**config.mk**
```make
export PLATFORM = sky130hd
export DESIGN_NAME = qspi_req_arb
export DESIGN_NICKNAME = d
export VERILOG_FILES = /design/src/rtl/qspi_req_arb.sv
export SDC_FILE = /design/constraint.sdc
export NUM_CORES = 1
export LEC_CHECK = 0
export CORE_MARGIN = 5
export CORE_UTILIZATION = 41
export CTS_CLUSTER_DIAMETER = 200
export DETAILED_ROUTE_END_ITERATION = 16
export PLACE_DENSITY_LB_ADDON = 0.15
export SYNTH_ARGS = -nofsm -noshare
export SYNTH_HDL_FRONTEND = slang
export SYNTH_SLANG_ARGS = --single-unit
```
**constraint.sdc**
```tcl
create_clock -name clk -period 2.15 [get_ports clk]
set_input_delay 0.43 -clock clk [delete_from_list [all_inputs] [get_ports clk]]
set_output_delay 0.43 -clock clk [all_outputs]
set_load 0.02 [all_outputs]
```
**src/rtl/qspi_req_arb.sv**
```systemverilog
`default_nettype none
// ============================================================================
// Module   : qspi_req_arb
// Brief    : Fetch/data request arbiter for the QSPI interface, with a
//            one-deep posted write buffer and registered read-data return.
// Revision : 1.0
// ============================================================================
module qspi_req_arb #(
    parameter int ADR_W = 26
) (
    input  logic             clk,
    input  logic             rst_n,
    input  logic             i_req,
    input  logic [ADR_W-1:0] i_adr,
    output logic             i_ack,
    output logic [31:0]      i_rdata,
    input  logic             d_req,
    input  logic             d_we,
    input  logic             d_w,
    input  logic             d_hw,
    input  logic [ADR_W-1:0] d_adr,
    input  logic [31:0]      d_wdata,
    output logic             d_ack,
    output logic [31:0]      d_rdata,
    output logic             read_req,
    output logic             read_w,
    output logic             read_hw,
    output logic [31:0]      read_adr,
    input  logic             read_valid,
    input  logic [31:0]      read_data,
    output logic             write_req,
    output logic             write_w,
    output logic             write_hw,
    output logic [31:0]      write_adr,
    output logic [31:0]      write_data,
    input  logic             write_finish,
    output logic             busy
);

    localparam int c_PAD_W = 32 - ADR_W;

    typedef enum logic [2:0] {
        S_IDLE   = 3'd0,
        S_ISSUE  = 3'd1,
        S_WAIT_R = 3'd2,
        S_WAIT_W = 3'd3,
        S_ACK    = 3'd4
    } state_t;

    state_t           r_state;
    state_t           w_next_state;

    logic             r_last_i;
    logic             r_port_d;
    logic             r_op_wr;
    logic [ADR_W-1:0] r_rd_adr;
    logic             r_rd_w;
    logic             r_rd_hw;

    logic             r_wbuf_valid;
    logic [ADR_W-1:0] r_wbuf_adr;
    logic             r_wbuf_w;
    logic             r_wbuf_hw;
    logic [31:0]      r_wbuf_data;

    logic             r_i_ack;
    logic             r_d_ack;
    logic [31:0]      r_i_rdata;
    logic [31:0]      r_d_rdata;

    logic             w_grant_d;
    logic             w_grant_i;
    logic [31:0]      w_rd_ext;

    // Round-robin: the data port wins a tie unless it was granted last.
    assign w_grant_d = d_req & (~i_req | r_last_i);
    assign w_grant_i = i_req & ~w_grant_d;

    always_comb begin
        w_rd_ext = {24'd0, read_data[7:0]};
        if (r_rd_w) begin
            w_rd_ext = read_data;
        end else if (r_rd_hw) begin
            w_rd_ext = {16'd0, read_data[15:0]};
        end
    end

    always_ff @(posedge clk or negedge rst_n) begin
        if (!rst_n) begin
            r_state <= S_IDLE;
        end else begin
            r_state <= w_next_state;
        end
    end

    always_comb begin
        w_next_state = r_state;
        case (r_state)
            S_IDLE: begin
                if (r_wbuf_valid || d_req || i_req) begin
                    w_next_state = S_ISSUE;
                end
            end
            S_ISSUE: begin
                w_next_state = r_op_wr ? S_WAIT_W : S_WAIT_R;
            end
            S_WAIT_R: begin
                if (read_valid) begin
                    w_next_state = S_ACK;
                end
            end
            S_WAIT_W: begin
                if (write_finish) begin
                    w_next_state = S_IDLE;
                end
            end
            // The ack cycle is kept out of IDLE so a request still held
            // during its own ack is not granted a second time.
            S_ACK: begin
                w_next_state = S_IDLE;
            end
            default: begin
                w_next_state = S_IDLE;
            end
        endcase
    end

    always_ff @(posedge clk or negedge rst_n) begin
        if (!rst_n) begin
            r_last_i     <= 1'b1;
            r_port_d     <= 1'b0;
            r_op_wr      <= 1'b0;
            r_rd_adr     <= '0;
            r_rd_w       <= 1'b0;
            r_rd_hw      <= 1'b0;
            r_wbuf_valid <= 1'b0;
            r_wbuf_adr   <= '0;
            r_wbuf_w     <= 1'b0;
            r_wbuf_hw    <= 1'b0;
            r_wbuf_data  <= '0;
            r_i_ack      <= 1'b0;
            r_d_ack      <= 1'b0;
            r_i_rdata    <= '0;
            r_d_rdata    <= '0;
        end else begin
            r_i_ack <= 1'b0;
            r_d_ack <= 1'b0;
            case (r_state)
                S_IDLE: begin
                    if (r_wbuf_valid) begin
                        r_op_wr <= 1'b1;
                    end else if (w_grant_d) begin
                        r_last_i <= 1'b0;
                        r_port_d <= 1'b1;
                        r_op_wr  <= d_we;
                        if (d_we) begin
                            // Posted: the store retires now, the transfer follows.
                            r_wbuf_valid <= 1'b1;
                            r_wbuf_adr   <= d_adr;
                            r_wbuf_w     <= d_w;
                            r_wbuf_hw    <= ~d_w & d_hw;
                            r_wbuf_data  <= d_wdata;
                            r_d_ack      <= 1'b1;
                        end else begin
                            r_rd_adr <= d_adr;
                            r_rd_w   <= d_w;
                            r_rd_hw  <= ~d_w & d_hw;
                        end
                    end else if (w_grant_i) begin
                        r_last_i <= 1'b1;
                        r_port_d <= 1'b0;
                        r_op_wr  <= 1'b0;
                        r_rd_adr <= i_adr;
                        r_rd_w   <= 1'b1;
                        r_rd_hw  <= 1'b0;
                    end
                end
                S_WAIT_R: begin
                    if (read_valid) begin
                        if (r_port_d) begin
                            r_d_rdata <= w_rd_ext;
                            r_d_ack   <= 1'b1;
                        end else begin
                            r_i_rdata <= read_data;
                            r_i_ack   <= 1'b1;
                        end
                    end
                end
                S_WAIT_W: begin
                    if (write_finish) begin
                        r_wbuf_valid <= 1'b0;
                    end
                end
                default: begin
                end
            endcase
        end
    end

    assign i_ack      = r_i_ack;
    assign i_rdata    = r_i_rdata;
    assign d_ack      = r_d_ack;
    assign d_rdata    = r_d_rdata;
    assign read_req   = (r_state == S_ISSUE) & ~r_op_wr;
    assign read_w     = r_rd_w;
    assign read_hw    = r_rd_hw;
    assign read_adr   = {{c_PAD_W{1'b0}}, r_rd_adr};
    assign write_req  = (r_state == S_ISSUE) & r_op_wr;
    assign write_w    = r_wbuf_w;
    assign write_hw   = r_wbuf_hw;
    assign write_adr  = {{c_PAD_W{1'b0}}, r_wbuf_adr};
    assign write_data = r_wbuf_data;
    assign busy       = (r_state != S_IDLE) | r_wbuf_valid;

endmodule
`default_nettype wire

```
==> run_results.csv <==
group,metric,value,unit
run_status,status,"complete, no violations",
global_routing,grt_pass1_vias,5302,
placement,place_congestion,0.795,
worst_hold_path,hp-start,"d_rdata[16]",
setup_path,critPathRequiredTime,1.72,ns
setup_path,cp_num_buf_inv,2,
logic_synthesis,syn-cell-area,0.00638,mm²
die,io_pins,294,
route,drtIter0Drc,152,
placement,port_buffers,281,
cts,clk_path_buf_depth,2,
logic_synthesis,synth_edf_count,0,
logic_synthesis,ys_ff_latch,161,
cts,cts_sinks,161,
layout,seq_area,0.00403,mm²
setup_path,worstPathArrival,1.62,ns
cts,cts_buffers,17,
timing,finClkSkew,0.00730,ns
logic_synthesis,postSynthAreaPerCell,13.5,µm²
timing,fmax,0.487,GHz
logic_synthesis,synth_common_cells,"dfrtp_1, mux2_2, nand2_1, a2bb2oi_1, o22ai_1",
setup_path,crit_family,"flip-flops",
route,viasPerCell,4.91,
global_routing,overflow,0,
timing,fin_crit,2.05,ns
timing,slew_headroom,0.637,
cts,cts_root_buf,"clkbuf_16",
setup_path,cpMaxStageDelayCell,"dfrtp_2",
placement,dp_hpwl,13.5,mm
power_and_ir_drop,clkPwrFrac,0.189,
power_and_ir_drop,ir_drop,0.697,mV
setup_path,crit_start,"r_state[0]",
logic_synthesis,yosysMostFrequentCell,"dfrtp_1",
timing,setup_viol,0,
logic_synthesis,ys_dominant_reg_cell,"dfrtp_1",
logic_synthesis,ys_seq_area_frac,0.632,
route,ant_nets,0,
logic_synthesis,async_flop_share,1.00,
worst_hold_path,hold_class,"flop to flop",
layout,drive_above_1_share,0.207,
global_routing,grt_usage,0.201,
power_and_ir_drop,power_switching,5.68,mW
layout,n_fill_cell,1148,
die,die_width,135,µm
route,drt_first_pass_iters,4,
global_routing,grt_max_degree,57,
setup_path,endpoint_kind,"primary output",
logic_synthesis,synth_top_area_cell,"dfrtp_1",
die,rows,45,
layout,syn_to_final_growth,58.7,%
cts,clock_latency,0.41,ns
cts,clk_pin_slew,0.06,ns
setup_path,worstSetupPathType,"flop to primary output",
logic_synthesis,yosys.area.top_type_share,0.627,
logic_synthesis,yosys_warnings,0,
route,wl,18.0,mm
layout,multiInputGateArea,0.00213,mm²
timing,rsz0062_at_grt,"false",
flow_run,drv_cap,0,
timing,slew_viol_final,0,
power_and_ir_drop,intPower,10.4,mW
global_routing,grt_pass1_wl,28.6,mm
cts,htreeDepth,4,
setup_path,crit_fanout,11,
power_and_ir_drop,swShare,0.354,
cts,cts_tree,"done",
global_routing,antenna_found_initial,0,
die,start_util,0.418,
timing,hold_violations,0,
timing,period_share,0.955,
logic_synthesis,ys_types,37,
die,die_y,135,µm
setup_path,crit_chain,"nor4_4 > inv_1 > dlygate4sd2_1",
power_and_ir_drop,pwr-share-seq,0.332,
setup_path,max_stage_delay,0.48,ns
placement,placed_cell_area,0.00952,mm²
logic_synthesis,synth_cells,471,
route,num_vias,4828,
layout,diodes,0,
timing,max_slew.worst_pin.slew,0.544,ns
layout,post-route-util,0.664,
die,core,0.0153,mm²
power_and_ir_drop,combPwrFrac,0.479,
route,wire_per_inst,18.3,µm
power_and_ir_drop,p_per_area,1590,mW/mm²
die,die_area,0.0182,mm²
layout,nets,885,
layout,layout.cells.non_filler,983,
power_and_ir_drop,leakage,4.33,nW
placement,dp_cells,951,
cts,cts_setup_buffers,0,
setup_path,crit_path_start_kind,"flop",
route,drc,0,
timing,finalSetupTns,0,ns
setup_path,r2r-start,"r_state[0]",
layout,fin_area,0.0101,mm²
logic_synthesis,synthTopCellsByArea,"dfrtp_1, mux2_2, a2bb2oi_1",
==> power groups by stage <==
stage               Combinational (mW)  Clock (mW)  Sequential, mW
floorplan                         2.19           0            6.99
global placement                  7.66           0            5.31
detailed placement                7.79           0            5.38
CTS                               7.80        3.12            5.35
global route                      8.14        3.26            5.54
finish                            7.69        3.04            5.34
==> cells in the final DEF, fill, tap and decap left out, types with 3 or more instances in the layout <==
cell             instances
buf_12                  10
a21oi_1                  3
o22ai_1                 26
mux2_2                  99
clkdlybuf4s50_1        277
buf_4                    9
a2bb2oi_1               26
nor2_1                   7
clkbuf_16               17
bufinv_16                3
nand2_1                 51
conb_1                  12
clkbuf_1                 3
dfrtp_1                158
inv_1                    4
o21ai_0                 24
==> area by class of cell <==
cell class              instances  area share
clock buffers                  22      0.0458
flip-flops and latches        161       0.398
inverters                       4     0.00148
clock inverters                 9      0.0131
multi-input cells             275       0.211
well taps                     211      0.0261
repair buffers                301       0.305
==> registers in the layout, indices dropped and copies added (netlist names) <==
register      cells
i_ack             1
read_hw           1
i_rdata          32
r_port_d          1
r_op_wr           1
write_w           1
d_rdata          32
r_state           3
r_rd_adr         26
read_w            1
d_ack             1
write_data       32
r_wbuf_adr       26
write_hw          1
r_wbuf_valid      1
r_last_i          1
==> worst reg2reg max path, delay by kind of cell (launching register included) <==
family                 cells  cell delay (ns)
flip-flops                 1             0.48
multiplexers               1             0.29
AND/OR/NAND/NOR            2             0.47
buffers and inverters      2             0.41
==> worst paths after layout <==
check	end	slack, ns	depth (start not counted)
max in group asynchronous	d_rdata[21]	0.93	3
min	d_rdata[16]	0.48	2
max	busy	0.1	3
min reg2reg	d_rdata[16]	0.48	2
min in group asynchronous	write_data[25]	0.57	2
max reg2reg	write_data[3]	0.37	5
==> cell families after synthesis <==
| kind of cell | Yosys count | synth area share |
|---|---|---|
| AOI/OAI and AO/OA | 87 | 0.0929 |
| buffers and inverters | 46 | 0.0424 |
| DFF | 161 | 0.632 |
| muxes | 101 | 0.178 |
| other | 1 | 0.000588 |
| and+or+nand+nor | 75 | 0.0547 |
==> repair_timing <==
action                                 in CTS  in global routing
endpoints found under the hold margin      37                  0
hold buffers                                1                  0
gates resized for setup                     3                  5
setup endpoints to repair                   3                  3
==> routing by layer <==
metal,GRT usage,wire (µm),up-vias
met3,0.0753,1720,30
met5,0,0,-
met1,0.242,7000,2365
li1,-,-,2231
met2,0.333,8850,202
met4,0.0718,410,0
==> per-stage QoR <==
stage	power [mW]	hold WS [ns]	setup WS (ns)
final	16.1	0.480	0.0964
after global routing	16.9	0.505	0.00370
after CTS	16.3	0.484	0.0113
after detailed placement	13.2	0.438	0.0588
after global placement	13.0	0.437	0.112
after floorplan	9.18	0.134	0.400
Note: power is estimated with default switching activity, not from simulation.
